<file path="src/rtl/debug_trace_buffer.sv">
// Circular capture buffer for debug-display MMIO writes.
// Holds the last DEPTH words; browse by logical index with registered readback.
module debug_trace_buffer #(
   parameter int DATA_W = 32,
   parameter int DEPTH  = 32,
   parameter int IDX_W  = $clog2(DEPTH)
) (
   input  logic              clk,
   input  logic              rst,
   input  logic              wr_en,
   input  logic [DATA_W-1:0] wr_data,
   input  logic              freeze,
   input  logic              clear,
   input  logic              addr_up,
   input  logic              addr_dn,
   input  logic              addr_load,
   input  logic [IDX_W-1:0]  addr_in,
   output logic [DATA_W-1:0] dout,
   output logic              dout_valid,
   output logic [IDX_W-1:0]  view_idx,
   output logic [IDX_W:0]    count,
   output logic              full,
   output logic              overflow
);

   localparam logic [IDX_W:0] DEPTH_C = (IDX_W+1)'(DEPTH);

   logic [DATA_W-1:0] mem_q [DEPTH];
   logic [IDX_W-1:0]  wr_ptr_q, wr_ptr_d;
   logic [IDX_W:0]    count_q, count_d;
   logic [IDX_W-1:0]  view_q, view_d;
   logic              ovf_q, ovf_d;
   logic [DATA_W-1:0] dout_q, dout_d;
   logic              dv_q, dv_d;

   logic              wr_acc;
   logic              full_q;
   logic [IDX_W:0]    newest;
   logic [IDX_W:0]    view_inc;
   logic [IDX_W-1:0]  phys;

   assign wr_acc   = wr_en & ~freeze & ~clear;
   assign full_q   = (count_q == DEPTH_C);
   assign newest   = (count_d == '0) ? '0 : count_d - 1'b1;
   assign view_inc = {1'b0, view_q} + 1'b1;

   always_comb begin
      wr_ptr_d = wr_ptr_q;
      count_d  = count_q;
      ovf_d    = ovf_q;
      if (clear) begin
         count_d = '0;
         ovf_d   = 1'b0;
      end else if (wr_acc) begin
         wr_ptr_d = wr_ptr_q + 1'b1;
         if (full_q) ovf_d = 1'b1;
         else        count_d = count_q + 1'b1;
      end
   end

   // navigation sees the post-write fill level
   always_comb begin
      view_d = view_q;
      if (clear || count_d == '0) begin
         view_d = '0;
      end else if (addr_load) begin
         view_d = ({1'b0, addr_in} < count_d) ? addr_in : newest[IDX_W-1:0];
      end else if (addr_up && !addr_dn) begin
         view_d = (view_inc >= count_d) ? '0 : view_inc[IDX_W-1:0];
      end else if (addr_dn && !addr_up) begin
         view_d = (view_q == '0) ? newest[IDX_W-1:0] : view_q - 1'b1;
      end
   end

   assign phys = wr_ptr_d - count_d[IDX_W-1:0] + view_d;

   always_comb begin
      dout_d = '0;
      dv_d   = (count_d != '0);
      if (dv_d) begin
         if (wr_acc && phys == wr_ptr_q) dout_d = wr_data;
         else                            dout_d = mem_q[phys];
      end
   end

   always_ff @(posedge clk) begin
      if (!rst && wr_acc) mem_q[wr_ptr_q] <= wr_data;
   end

   always_ff @(posedge clk) begin
      if (rst) begin
         wr_ptr_q <= '0;
         count_q  <= '0;
         view_q   <= '0;
         ovf_q    <= 1'b0;
         dout_q   <= '0;
         dv_q     <= 1'b0;
      end else begin
         wr_ptr_q <= wr_ptr_d;
         count_q  <= count_d;
         view_q   <= view_d;
         ovf_q    <= ovf_d;
         dout_q   <= dout_d;
         dv_q     <= dv_d;
      end
   end

   assign dout       = dout_q;
   assign dout_valid = dv_q;
   assign view_idx   = view_q;
   assign count      = count_q;
   assign full       = full_q;
   assign overflow   = ovf_q;

endmodule

</file>
<file path="config.mk">
export PLATFORM = sky130hd
export DESIGN_NAME = debug_trace_buffer
export DESIGN_NICKNAME = d
export VERILOG_FILES = /design/src/rtl/debug_trace_buffer.sv
export SDC_FILE = /design/constraint.sdc
export NUM_CORES = 1
export LEC_CHECK = 0
export CAP_MARGIN = 40
export CELL_PAD_IN_SITES_DETAIL_PLACEMENT = 0
export CELL_PAD_IN_SITES_GLOBAL_PLACEMENT = 1
export CORE_MARGIN = 3
export CORE_UTILIZATION = 55
export CTS_CLUSTER_DIAMETER = 150
export DETAILED_ROUTE_END_ITERATION = 10
export PLACE_DENSITY = 0.91
export SYNTH_ARGS = -nofsm -noshare
export SYNTH_HDL_FRONTEND = slang
export SYNTH_SLANG_ARGS = --single-unit
</file>
<file path="constraint.sdc">
create_clock -name clk -period 10.8 [get_ports clk]
set_clock_uncertainty 0.2 [all_clocks]
set_input_delay 2.16 -clock clk [delete_from_list [all_inputs] [get_ports clk]]
set_output_delay 2.16 -clock clk [all_outputs]
set_load 0.02 [all_outputs]
</file>
==> metrics.txt <==
detail-routed via count per cell=6.76; Synth cell types=65; Setup Buffers After CTS=0; combinational power share=11.7%; Syn Std Cell Area=between 40,000 and 50,000 µm²; clk_lat worst skew=between 0.6 and 0.7 ns; RD Place Congestion=0.825; area post-placement=roughly 45,000 µm²; FFs w/ async S/R, synth=0%; slew at the pin with the worst max-slew slack=0.918 ns; Die Height=282 µm; Pre-antenna DRT Iters=6; min cycle time layout=9.30 ns; layout cells sized above 1=a little under a third; overall routing resource usage=between 20% and 30%; drt drc=0; via count=20.9k; GRT overflow=0; # setup viols final=0; Core Area=between 70,000 and 80,000 µm²; initial antenna violation count=4; final wirelength=105,000 µm; setup tns final=0 ns; pre-CTS WS=between 0.9 and 1 ns; worst relative slew slack=38.8%; Crit Path Class=input port to flip-flop; Hold WS=0.350 ns; Crit Path Max Fanout=17; mean area per synthesized cell=about 23 µm²; hold violation count in the final report=0; CP Buf/Inv Count=5; die area=79,700 µm²; part of the cycle the worst path needs=86.1%; sw frac=between 20 and 25%; Clock Tree Buf Depth=3; boundary pin count=91; Synth area leader=edfxtp_1; Peak VDD IR=0.000118 V; highest clock rate=107 MHz; Post-DP HPWL=53,100 µm; largest net degree at the start of global routing=66; die width=about 280 µm; Fill cells=4,576; Worst-path clk slew=approximately 0.07 ns; Max-cap violations=0; flops & latches, synth=1,074; area share of the largest cell type after synthesis=73.2%; Most common cell on crit path=inv_1; Iteration-0 DRC Markers=2,962; Root Buffer Master=clkbuf_16; synth cell count leaders=edfxtp_1 (1,024), mux4_2 (320), nor2_1 (84); crit start category=input port; unrepaired setup endpoints after global routing=false; CTS tree=yes; register area share after synthesis=75.6%; final net count=2,111; post-route cell area=between 40,000 and 50,000 µm²; Pwr Density=~190 nW/µm²; Routed wire per std cell=33.7 µm; leakage power=15.2 nW; Crit path max-delay family=adder cells; CP arrival=around 9.6 ns; count of input and output buffers=90; Crit. End Element=flip-flop; Initial Util=55.9%; Critical Path RT=11.10 ns; placed insts=2,890; setup ws final=between 1 and 1.5 ns; Cells after Synth=1,849; FP Rows=100; top-count cell post-synth=edfxtp_1; post-CTS sizing=0; register area=about 32,000 µm²; outcome=finished clean; Area growth, synth to finish=15.5%; post-route ant nets=0; TritonCTS Sinks=1,074; CTS buffer count=101; crit-path max cell delay=around 0.87 ns; EDFF count, synth=1,024; area of the multi-input gates=10,000 µm²; syn_nets=1,920; register share of total power=between 40% and 50%; CP max stage cell=clkdlybuf4s50_1; Synth Flop Type=edfxtp_1; Finished Layout Cells=3,098; Internal=7.16 mW; Net Switching=2.07 mW; cts hold-fix bufs=0; vias in the first global route=~22k; clock share of power=38.8%; ranking of synthesized cells by area=edfxtp_1 (73%), mux4_2 (17%), dfxtp_1 (2.4%), a211oi_2 (0.86%), mux2i_1 (0.86%); Final Slew Violations=0; first-pass GRT wire length=152,000 µm; Hold Path Class=flip-flop to flip-flop; Synth Warn #=0; htree depth=3
-- metal layers --
layer  wire [µm]  up-vias  GRT usage [%]
met2       53500     1521           45.4
met3       10300      317           4.80
met4        5070        2           13.0
met5          17        -              0
li1            -     8204              -
met1       35700    10883           34.2
-- cells by family after synthesis --
kind of cell / after synthesis / share of synthesized area (%)
AO/OA/AOI/OAI: 84 / 1.89
multiplexers: 357 / 18.1
AND/OR/NAND/NOR: 168 / 1.94
flip-flops: 1074 / 75.6
adder cells (fa/ha/maj): 29 / 0.921
buffers and inverters: 118 / 1.14
XOR/XNOR: 19 / 0.441
-- cell usage in the layout, fill, tap and decap left out, drive strengths merged, types with 5 or more instances in the layout --
cell,instances
nor3,10
o21ai,8
buf,94
clkbuf,130
clkinvlp,6
clkdlybuf4s50,90
a211oi,35
xor2,8
nand2,23
dfxtp,50
ha,22
inv,27
or3,5
nor2,84
nand3,5
nor2b,8
a21oi,17
mux2i,36
bufinv,11
mux4,320
clkinv,36
xnor2,11
edfxtp,1024
-- state kept, by name, summed over array words and instances, names as in the netlist --
register / count
overflow: 1
count: 6
dout_valid: 1
dout: 32
mem_q: 1024
wr_ptr_q: 5
view_idx: 5
-- worst reg2reg max path, stage by stage (launching register included) --
cell and delay, ns:
dfxtp_1 0.49, inv_1 0.10, ha_1 0.21, and4bb_1 0.27, or3_1 0.39, a21oi_1 0.30, inv_1 0.25, ha_1 0.26
a21oi_1 0.13, o21ai_0 0.11, maj3_1 0.38, maj3_1 0.40, nor2_1 0.17, a22o_1 0.15, a211oi_1 0.12, nor3b_1 0.39
fa_1 0.51, inv_1 0.09, fa_4 0.28, inv_1 0.05, a21o_1 0.17, a21oi_1 0.17, xnor2_1 0.16, xnor2_1 0.21
xnor2_4 0.75, buf_4 0.51, mux2i_1 0.36, a211oi_2 0.13
-- power groups by stage --
stage	sequential, mW	combinational [mW]	clock, mW
detailed placement	4.66	1.06	0
global route	4.57	1.14	3.76
global placement	4.67	1.01	0
floorplan	4.67	0.720	0
finish	4.57	1.08	3.58
CTS	4.57	1.08	3.62
-- cell type report --
class	count	share of cell area, %
flip-flops and latches	1074	65.5
multi-input cells	657	20.7
clock buffers	130	5.61
repair buffers	184	4.20
well taps	969	2.50
clock inverters	58	1.27
inverters	22	0.170
diodes	4	0.0206
-- path summary, 6_finish.rpt --
kind	start	end	slack, ns	cells after the start
max reg2reg	count[0]	dout[14]	2.97	27
min	overflow	overflow	0.35	2
max	clear	dout[14]	1.50	26
min reg2reg	overflow	overflow	0.35	2
-- per-stage QoR --
stage	utilization (%)	power, mW
2_1_floorplan	-	5.39
4_1_cts	64.2	9.28
6_report	64.6	9.23
3_3_place_gp	59.4	5.68
5_1_grt	64.6	9.48
3_5_place_dp	59.8	5.73
Note: power is estimated with default switching activity, not from simulation.
